**src/rtl/id_operand_stage_if.sv**
```systemverilog
`default_nettype none
// ============================================================================
//  Module   : id_operand_stage_if
//  Brief    : Bus bundle between the ID operand stage and its neighbours:
//             IF/ID handshake, decoder source fields, forwarding buses,
//             regfile write port, resolved operands and interlock status.
//  Revision : 1.0 - initial release
// ============================================================================
interface id_operand_stage_if #(
  parameter int XLEN    = 32,
  parameter int NREG    = 32,
  parameter int NFWD    = 3,
  parameter int STALL_W = 6,
  parameter int CNT_W   = 16
) ();
  localparam int AW = $clog2(NREG);

  // Pipeline control and IF/ID
  logic [STALL_W-1:0]   stall;
  logic                 flush;
  logic                 if_valid;
  logic [31:0]          if_pc;
  logic                 id_valid;
  logic [31:0]          id_pc;

  // Decoder source fields
  logic [AW-1:0]        rs_addr;
  logic [AW-1:0]        rt_addr;
  logic                 rs_used;
  logic                 rt_used;

  // Forwarding buses, index 0 = youngest producer
  logic [NFWD-1:0]      fwd_we;
  logic [NFWD*AW-1:0]   fwd_waddr;
  logic [NFWD*XLEN-1:0] fwd_wdata;
  logic [NFWD-1:0]      fwd_pend;

  // Regfile write port
  logic                 wb_we;
  logic [AW-1:0]        wb_waddr;
  logic [XLEN-1:0]      wb_wdata;

  // Results
  logic [XLEN-1:0]      rdata1;
  logic [XLEN-1:0]      rdata2;
  logic                 stallreq;
  logic [CNT_W-1:0]     stall_cnt;

  // Operand stage view
  modport slave (
    input  stall, flush, if_valid, if_pc,
    input  rs_addr, rt_addr, rs_used, rt_used,
    input  fwd_we, fwd_waddr, fwd_wdata, fwd_pend,
    input  wb_we, wb_waddr, wb_wdata,
    output id_valid, id_pc, rdata1, rdata2, stallreq, stall_cnt
  );

  // Surrounding pipeline view
  modport master (
    output stall, flush, if_valid, if_pc,
    output rs_addr, rt_addr, rs_used, rt_used,
    output fwd_we, fwd_waddr, fwd_wdata, fwd_pend,
    output wb_we, wb_waddr, wb_wdata,
    input  id_valid, id_pc, rdata1, rdata2, stallreq, stall_cnt
  );
endinterface
`default_nettype wire

```
**src/rtl/id_operand_stage.sv**
```systemverilog
`default_nettype none
// ============================================================================
//  Module   : id_operand_stage
//  Brief    : ID-stage operand unit. IF/ID pipeline register, NREG x XLEN
//             register file, priority forwarding (youngest producer wins,
//             r0 never forwarded), load-use interlock and a saturating
//             interlock-cycle counter.
//  Revision : 1.0 - initial release
// ============================================================================
module id_operand_stage #(
  parameter int XLEN    = 32,
  parameter int NREG    = 32,
  parameter int NFWD    = 3,
  parameter int STALL_W = 6,
  parameter int CNT_W   = 16
) (
  input  logic                  clk,
  input  logic                  rst,
  id_operand_stage_if.slave     bus
);
  localparam int              AW        = $clog2(NREG);
  localparam logic [CNT_W-1:0] c_cnt_max = '1;

  logic              r_id_valid;
  logic [31:0]       r_id_pc;
  logic [XLEN-1:0]   r_gpr [NREG];
  logic [CNT_W-1:0]  r_stall_cnt;

  logic [AW-1:0]     w_src_addr [2];
  logic [XLEN-1:0]   w_opnd     [2];
  logic [1:0]        w_pend;
  logic              w_stallreq;
  logic              w_unused_stall;

  // Only bits 1 (IF/ID) and 2 (ID/EX) of the stall vector matter here.
  assign w_unused_stall = ^{bus.stall[0], bus.stall[STALL_W-1:3]};

  // IF/ID register: flush beats bubble insertion, which beats capture.
  always_ff @(posedge clk or posedge rst) begin
    if (rst) begin
      r_id_valid <= 1'b0;
      r_id_pc    <= '0;
    end else if (bus.flush) begin
      r_id_valid <= 1'b0;
      r_id_pc    <= '0;
    end else if (bus.stall[1] && !bus.stall[2]) begin
      r_id_valid <= 1'b0;
      r_id_pc    <= '0;
    end else if (!bus.stall[1]) begin
      r_id_valid <= bus.if_valid;
      r_id_pc    <= bus.if_pc;
    end
  end

  // Register file write port; r0 is never written.
  always_ff @(posedge clk or posedge rst) begin
    if (rst) begin
      for (int i = 0; i < NREG; i++) begin
        r_gpr[i] <= '0;
      end
    end else if (bus.wb_we && (bus.wb_waddr != '0)) begin
      r_gpr[bus.wb_waddr] <= bus.wb_wdata;
    end
  end

  assign w_src_addr[0] = bus.rs_addr;
  assign w_src_addr[1] = bus.rt_addr;

  // One resolver per source port. The first matching forwarding source is
  // taken on its own so an older result can never leak into a younger one.
  // During reset the operands are forced to 0 so they read clean even while
  // the forwarding buses still carry stale traffic.
  generate
    for (genvar p = 0; p < 2; p++) begin : g_port
      logic            w_hit;
      logic [XLEN-1:0] w_val;
      logic            w_pnd;

      // Priority select: r0, youngest forward, WB bypass, then GPR.
      always_comb begin
        w_hit = 1'b0;
        w_pnd = 1'b0;
        w_val = r_gpr[w_src_addr[p]];
        if (rst || (w_src_addr[p] == '0)) begin
          w_val = '0;
        end else begin
          for (int i = 0; i < NFWD; i++) begin
            if (!w_hit && bus.fwd_we[i] &&
                (bus.fwd_waddr[i*AW +: AW] == w_src_addr[p])) begin
              w_hit = 1'b1;
              w_val = bus.fwd_wdata[i*XLEN +: XLEN];
              w_pnd = bus.fwd_pend[i];
            end
          end
          if (!w_hit && bus.wb_we && (bus.wb_waddr == w_src_addr[p])) begin
            w_val = bus.wb_wdata;
          end
        end
      end

      assign w_opnd[p] = w_val;
      assign w_pend[p] = w_pnd;
    end
  endgenerate

  // Interlock only when a used source selected a still-pending producer.
  assign w_stallreq = r_id_valid &
                      ((bus.rs_used & w_pend[0]) | (bus.rt_used & w_pend[1]));

  // Interlock-cycle counter, saturating at all-ones.
  always_ff @(posedge clk or posedge rst) begin
    if (rst) begin
      r_stall_cnt <= '0;
    end else if (w_stallreq && (r_stall_cnt != c_cnt_max)) begin
      r_stall_cnt <= r_stall_cnt + 1'b1;
    end
  end

  assign bus.id_valid  = r_id_valid;
  assign bus.id_pc     = r_id_pc;
  assign bus.rdata1    = w_opnd[0];
  assign bus.rdata2    = w_opnd[1];
  assign bus.stallreq  = w_stallreq;
  assign bus.stall_cnt = r_stall_cnt;
endmodule
`default_nettype wire

```
**src/flat_wrapper.sv**
```systemverilog
// flat-port wrapper written by rule: the top's interface ports become plain ports
module id_operand_stage_flat 
#(
  parameter int XLEN    = 32,
  parameter int NREG    = 32,
  parameter int NFWD    = 3,
  parameter int STALL_W = 6,
  parameter int CNT_W   = 16
)
  (clk, rst, bus_stall, bus_flush, bus_if_valid, bus_if_pc, bus_rs_addr, bus_rt_addr, bus_rs_used, bus_rt_used, bus_fwd_we, bus_fwd_waddr, bus_fwd_wdata, bus_fwd_pend, bus_wb_we, bus_wb_waddr, bus_wb_wdata, bus_id_valid, bus_id_pc, bus_rdata1, bus_rdata2, bus_stallreq, bus_stall_cnt);
  id_operand_stage_if #(.XLEN(XLEN), .NREG(NREG), .NFWD(NFWD), .STALL_W(STALL_W), .CNT_W(CNT_W)) bus_i ();
  input  logic clk;
  input  logic rst;
  input wire logic [$bits(bus_i.stall)-1:0] bus_stall;
  input wire logic [$bits(bus_i.flush)-1:0] bus_flush;
  input wire logic [$bits(bus_i.if_valid)-1:0] bus_if_valid;
  input wire logic [$bits(bus_i.if_pc)-1:0] bus_if_pc;
  input wire logic [$bits(bus_i.rs_addr)-1:0] bus_rs_addr;
  input wire logic [$bits(bus_i.rt_addr)-1:0] bus_rt_addr;
  input wire logic [$bits(bus_i.rs_used)-1:0] bus_rs_used;
  input wire logic [$bits(bus_i.rt_used)-1:0] bus_rt_used;
  input wire logic [$bits(bus_i.fwd_we)-1:0] bus_fwd_we;
  input wire logic [$bits(bus_i.fwd_waddr)-1:0] bus_fwd_waddr;
  input wire logic [$bits(bus_i.fwd_wdata)-1:0] bus_fwd_wdata;
  input wire logic [$bits(bus_i.fwd_pend)-1:0] bus_fwd_pend;
  input wire logic [$bits(bus_i.wb_we)-1:0] bus_wb_we;
  input wire logic [$bits(bus_i.wb_waddr)-1:0] bus_wb_waddr;
  input wire logic [$bits(bus_i.wb_wdata)-1:0] bus_wb_wdata;
  output wire logic [$bits(bus_i.id_valid)-1:0] bus_id_valid;
  output wire logic [$bits(bus_i.id_pc)-1:0] bus_id_pc;
  output wire logic [$bits(bus_i.rdata1)-1:0] bus_rdata1;
  output wire logic [$bits(bus_i.rdata2)-1:0] bus_rdata2;
  output wire logic [$bits(bus_i.stallreq)-1:0] bus_stallreq;
  output wire logic [$bits(bus_i.stall_cnt)-1:0] bus_stall_cnt;
  assign bus_i.stall = bus_stall;
  assign bus_i.flush = bus_flush;
  assign bus_i.if_valid = bus_if_valid;
  assign bus_i.if_pc = bus_if_pc;
  assign bus_i.rs_addr = bus_rs_addr;
  assign bus_i.rt_addr = bus_rt_addr;
  assign bus_i.rs_used = bus_rs_used;
  assign bus_i.rt_used = bus_rt_used;
  assign bus_i.fwd_we = bus_fwd_we;
  assign bus_i.fwd_waddr = bus_fwd_waddr;
  assign bus_i.fwd_wdata = bus_fwd_wdata;
  assign bus_i.fwd_pend = bus_fwd_pend;
  assign bus_i.wb_we = bus_wb_we;
  assign bus_i.wb_waddr = bus_wb_waddr;
  assign bus_i.wb_wdata = bus_wb_wdata;
  assign bus_id_valid = bus_i.id_valid;
  assign bus_id_pc = bus_i.id_pc;
  assign bus_rdata1 = bus_i.rdata1;
  assign bus_rdata2 = bus_i.rdata2;
  assign bus_stallreq = bus_i.stallreq;
  assign bus_stall_cnt = bus_i.stall_cnt;
  id_operand_stage #(.XLEN(XLEN), .NREG(NREG), .NFWD(NFWD), .STALL_W(STALL_W), .CNT_W(CNT_W)) u_core (.clk(clk), .rst(rst), .bus(bus_i));
endmodule
```
**config.mk**
```make
export PLATFORM = sky130hd
export DESIGN_NAME = id_operand_stage_flat
export DESIGN_NICKNAME = d
export VERILOG_FILES = /design/src/rtl/id_operand_stage_if.sv /design/src/rtl/id_operand_stage.sv /design/src/flat_wrapper.sv
export SDC_FILE = /design/constraint.sdc
export NUM_CORES = 2
export LEC_CHECK = 0
export ABC_AREA = 1
export CAP_MARGIN = 20
export CORE_AREA = 3 3 372 374
export DETAILED_ROUTE_END_ITERATION = 12
export DIE_AREA = 0 0 375 377
export PLACE_DENSITY = 0.71
export REMOVE_ABC_BUFFERS = 1
export SYNTH_ARGS = -nofsm -noshare
export SYNTH_HDL_FRONTEND = slang
export SYNTH_SLANG_ARGS = --single-unit
```
**constraint.sdc**
```tcl
create_clock -name clk -period 30.8 [get_ports clk]
set_input_delay 3.08 -clock clk [delete_from_list [all_inputs] [get_ports clk]]
set_output_delay 3.08 -clock clk [all_outputs]
set_load 0.01 [all_outputs]
```
Word-level counts from Yosys, hierarchy flattened:

Cells that the tools add are included.

* logic and storage cells: 132
* input bits: 209
* output and inout bits: 114
* register bits after elaboration: 1073

* bitwise logic cells: 7
* reductions and logical operators: 30
* $lt $le $gt $ge: 4
* multiplexer cells: 45
* eq/ne operators: 10
* add/sub/neg operators: 1

Operators with widths (count)
* bitwise mux 1024 bit: 1
* two-way mux 32 bit: 18
* binary-select mux 32 bit (select 5 bit): 2
* demux 32 bit (select 5 bit): 1
* == test 5 bit: 8
* two-way mux 1 bit: 23
* >= comparator 6 bit (second input constant): 3
* logical AND 1 bit: 18
* NOT 5 -> 6 bit: 3
* adder 16 x 1 -> 16 bit (second input constant): 1
* != test 16 bit (second input constant): 1
* logical NOT 5 bit: 2
* logical NOT 1 bit: 7
* < comparator 6 x 1 -> 1 bit (second input constant): 1
* nonzero test 5 bit: 1
* bitwise AND 1 bit: 3
* != test 3 x 1 -> 1 bit (second input constant): 1
* logical OR 1 bit: 2
* bitwise OR 1 bit: 1

Longest topological paths before layout:

* depth after elaboration: 19
* mapped depth: 17
* depth with buffers taken out: 14

Worst setup path before layout:

Ideal clock, no wire load.

* path type: input to output
* start point: input port rst
* end point: output port bus_rdata1[0]
* data arrival time: 27306 ps
* cell stages on the path: 6
* slack: 414 ps
* buffers on the path: 1
* data required time: 27720 ps
* cell sequence: inv_1 > nand2_1 > inv_1 > clkbuf_1 > o21ai_0 > a21oi_1

* word-level cells in the longest chain between the ends: 2

Ends and longest elaborated chain
* from (decl): RTL line flat_wrapper.sv:13 `input logic rst;`
* logical OR 1 bit: RTL line id_operand_stage.sv:84 `if (rst || (w_src_addr[p] == '0)) begin`
* two-way mux 32 bit: RTL line id_operand_stage.sv:84
* to (decl): RTL line flat_wrapper.sv:31 `output wire logic [$bits(bus_i.rdata1)-1:0] bus_rdata1;`

No other way between the ends.

Worst setup path after layout:

* start point: input port bus_rt_addr[2]
* end point: output port bus_rdata2[30]

* word-level cells in the longest chain between the ends: 19
* elaborated cells between the ends (all ways): 31
* those cells by class: eq/ne: 4; mux: 14; bitwise: 1; reduce/logical: 12

Ends and longest elaborated chain
* from (decl): RTL line flat_wrapper.sv:19 `input wire logic [$bits(bus_i.rt_addr)-1:0] bus_rt_addr;`
* == test 5 bit: RTL line id_operand_stage.sv:89 `(bus.fwd_waddr[i*AW +: AW] == w_src_addr[p])) begin`
* logical AND 1 bit: RTL line id_operand_stage.sv:88 `if (!w_hit && bus.fwd_we[i] &&`
* two-way mux 1 bit: RTL line id_operand_stage.sv:88
* two-way mux 1 bit: RTL line id_operand_stage.sv:84
* logical NOT 1 bit: RTL line id_operand_stage.sv:88
* logical AND 1 bit (2 in series): RTL line id_operand_stage.sv:88
* two-way mux 1 bit: RTL line id_operand_stage.sv:88
* two-way mux 1 bit: RTL line id_operand_stage.sv:84
* logical NOT 1 bit: RTL line id_operand_stage.sv:88
* logical AND 1 bit (2 in series): RTL line id_operand_stage.sv:88
* two-way mux 1 bit: RTL line id_operand_stage.sv:88
* two-way mux 1 bit: RTL line id_operand_stage.sv:84
* logical NOT 1 bit: RTL line id_operand_stage.sv:95 `if (!w_hit && bus.wb_we && (bus.wb_waddr == w_src_addr[p])) begin`
* logical AND 1 bit (2 in series): RTL line id_operand_stage.sv:95
* two-way mux 32 bit: RTL line id_operand_stage.sv:95
* two-way mux 32 bit *: RTL line id_operand_stage.sv:84
* to (decl): RTL line flat_wrapper.sv:32 `output wire logic [$bits(bus_i.rdata2)-1:0] bus_rdata2;`

Every way passes the cells marked *; elsewhere a longest branch is shown, timed or not. The select of a mux whose other input is x is not followed.

==> flow_summary.toml <==
[run_status]
status = "finished, final reports clean"

[place]
post-dp-hpwl_mm = 133
portBuffers = 318
pre_cts_ws_ps = 18900
gp_congestion = 0.871
dpl-instance-area_um2 = 64100

[floorplanning]
die_w_um = 375
coreArea_um2 = 135000
fp-row-count = 135
start_util_pct = 44.9
die_area_um2 = 141000
ios = 323
dieHeight_um = 377

[synthesis]
yosysSeqAreaShare_pct = 44.2
syn-mean-instance-area_um2 = 7.10
yosysTopAreaCell = "dfrtp_1"
synth_area_um2 = 60800
synth_edf_count = 0
synth_warnings = 0
synth-main-ff-cell = "dfrtp_1"
async_flop_share_pct = 100
synth_top_cell_area_share_pct = 44.2
ys_ff_latch = 1073
synth_area_leaders = "dfrtp_1 (44%), nand2_1 (14%), o21ai_0 (11%)"
syn_inst = 8551
yosys.cell_types.count = 43

[power_and_ir_drop]
internal_power_uw = 2790
switching_share_pct = 31.8
p_leak_uw = 0.0303
vdd_drop_max_uv = 49.6
p_sw_uw = 1300
sequentialPowerShare_pct = 45.0
power_frac_clock_pct = 35.0
p_total_uw = 4090
combPwrFrac_pct = 19.9
powerDensity_nw_per_um2 = 60.1

[sta]
fin_crit_sh_pct = 39.6
hold_slack_ps = 387
setup_ws_ps = 18590
rsz0062_at_grt = "no"
drv_slew = 0
max_clock_freq_ghz = 0.0819
maxSlewHeadroom_pct = 16.4
fin_crit_ps = 12210
setup_viol = 0
tightestPinTransition_ps = 1250
fin_skew_ps = 8.98
hold_viol = 0

[routing]
met1_length_mm = 91.7
postRouteAntennaNets = 0
top_layer = "met5"
wl_per_cell_um = 24.3
wl_met3_mm = 32.5
num_vias = 63000
dr_wl_met2_mm = 107
wl_mm = 248
drc = 0
first_iter_violations = 9951
routed_via_density = 6.17
drtPass1Iterations = 7

[finish]
seqCellArea_um2 = 26900
nets = 8551
syn_to_final_growth_pct = 11.9
drive_above_1_share_pct = 5.04
multi_input_area_um2 = 28900
design_area_um2 = 68000
fin_util_pct = 50.3
fill_cells = 13000

[grt]
grt_pass1_wl_mm = 368
grt_start_max_net_pins = 202
grt_usage_pct = 34.1
grt_antenna_before_repair = 7
grt-ovfl-total = 0
grt_pass1_vias = 58700

[min_path]
min_path_type = "flip-flop to flip-flop"
whs_path_depth = 0
hp-start = "u_core.r_gpr[1022]"
hold_end = "u_core.r_gpr[1022]"

[worst_setup_path]
critPathKind = "primary input to output port"
crit_path_start_kind = "primary input"
regToRegEndpoint = "u_core.bus.stall_cnt[1]"
crit_arrival_ps = 9130
reg2reg_slack_ps = 28230
path_max_fanout = 59
rr_worst_depth = 9
worstReg2RegStart = "u_core.bus.stall_cnt[0]"
cp.required_ps = 27720
worstSetupEndpointType = "output port"

[clock_network]
clock-root-buffer = "clkbuf_16"
clock_latency_ps = 720
clk_pin_slew_ps = 60
cts-buffers-inserted = 114
postCtsSetupRepairBufs = 0
ctsHoldBuffers = 0
cts_max_path_buffers = 3
clock_sinks = 1073
cts_tree = "built"
cts_resized = 0
h-tree-depth = 3

[run]
maxCapViolCount = 0
[registers in the layout, indices dropped and copies added (netlist names)]
register / flops
u_core.bus.id_valid: 1
u_core.bus.stall_cnt: 16
u_core.bus.id_pc: 32
u_core.r_gpr: 1024
[cell usage in the layout, fill, tap and decap left out, types with 18 or more instances in the layout]
cell type | Yosys | layout
nand2_1 | 2312 | 2284
o21ai_0 | 1383 | 1383
dfrtp_1 | 1073 | 1073
nand3_1 | 887 | 886
a21oi_1 | 549 | 549
inv_1 | 506 | 499
nor2_1 | 447 | 445
clkdlybuf4s50_1 | 0 | 308
o211ai_1 | 228 | 228
clkbuf_16 | 0 | 116
buf_4 | 14 | 116
nand4_1 | 113 | 113
nor3_1 | 67 | 67
o22ai_1 | 52 | 52
or2_2 | 31 | 31
clkbuf_8 | 0 | 30
nand2_2 | 1 | 27
o2111ai_1 | 26 | 26
clkbuf_1 | 451 | 22
o21ai_1 | 21 | 21
clkinv_2 | 0 | 18
[power by group through the flow]
stage	clock network [µW]	logic (µW)	registers, µW
2_1_floorplan	0	522	1820
3_3_place_gp	0	770	1840
3_5_place_dp	0	797	1850
4_1_cts	1440	802	1830
5_1_grt	1490	921	1870
6_report	1430	815	1840
[cells by family (layout without fill, tap and decap cells)]
group           after synthesis  in the layout  share of synthesized area [%]
fa+ha+maj                     1              1                         0.0206
flops                      1073           1073                           44.2
compound gates             2276           2276                           20.0
other cells                   0              4                              0
buf+inv                    1289           1166                           8.55
simple gates               3894           3894                           26.9
xor+xnor                     18             18                          0.259
[stage by stage]
| step | instances | setup TNS (ps) |
|---|---|---|
| 3_3_place_gp | 10000 | 0 |
| 6_report | 10200 | 0 |
| 4_1_cts | 10200 | 0 |
| 5_1_grt | 10200 | 0 |
| 3_5_place_dp | 10000 | 0 |
| 2_1_floorplan | 7785 | -2715160 |
[critical path, stage by stage]
cell	delay (ps)
buf_6	540
buf_4	880
buf_4	610
xor2_1	120
nor3_1	200
nand3_1	340
nor3_4	830
buf_4	600
inv_2	430
buf_4	410
o21ai_0	220
a21oi_1	90
clkdlybuf4s50_1	490
[per-layer routing]
layer | global-route usage [%] | up-vias
li1 | - | 28100
met1 | 43.9 | 29800
met2 | 51.6 | 4265
met3 | 8.27 | 894
met4 | 21.1 | 2
met5 | 0.823 | -
[layout make-up]
type | count | area share [%]
Multi-Input combinational cell | 6189 | 42.5
Sequential cell | 1073 | 39.5
Timing Repair Buffer | 440 | 6.18
Clock buffer | 168 | 5.00
Tap cell | 1781 | 3.28
Inverter | 523 | 2.95
Clock inverter | 35 | 0.637
Antenna cell | 4 | 0.0147
[synthesized netlist by cell type (2+ instances only)]
master / n
nand2_1: 2312
o21ai_0: 1383
dfrtp_1: 1073
nand3_1: 887
a21oi_1: 549
inv_1: 506
clkbuf_1: 451
nor2_1: 447
o211ai_1: 228
buf_2: 224
nand4_1: 113
buf_1: 73
nor3_1: 67
o22ai_1: 52
or2_2: 31
o2111ai_1: 26
o21ai_1: 21
inv_2: 15
buf_4: 14
xor2_1: 11
nor2_2: 10
or3_1: 7
xnor2_1: 7
a31oi_1: 6
o21bai_1: 5
nor3_2: 4
buf_6: 3
nand3_2: 3
nand3_4: 3
o221ai_1: 3
a21boi_0: 2
clkinv_1: 2
nand3b_1: 2
nor2_4: 2
[worst max path at each step]
| stage | from | endpoint | slack (ps) | cells past startpoint |
|---|---|---|---|---|
| after floorplan | rst | u_core.bus.id_pc[0] | -2520 | 1 |
| after global placement | bus_rt_addr[2] | bus_rdata2[12] | 18970 | 13 |
| after detailed placement | bus_rt_addr[2] | bus_rdata2[30] | 18900 | 13 |
| after CTS | bus_rt_addr[2] | bus_rdata2[30] | 18880 | 13 |
| after global routing | bus_rt_addr[2] | bus_rdata2[12] | 18620 | 13 |
| final | bus_rt_addr[2] | bus_rdata2[30] | 18590 | 13 |
(Power assumes the default switching activity.)
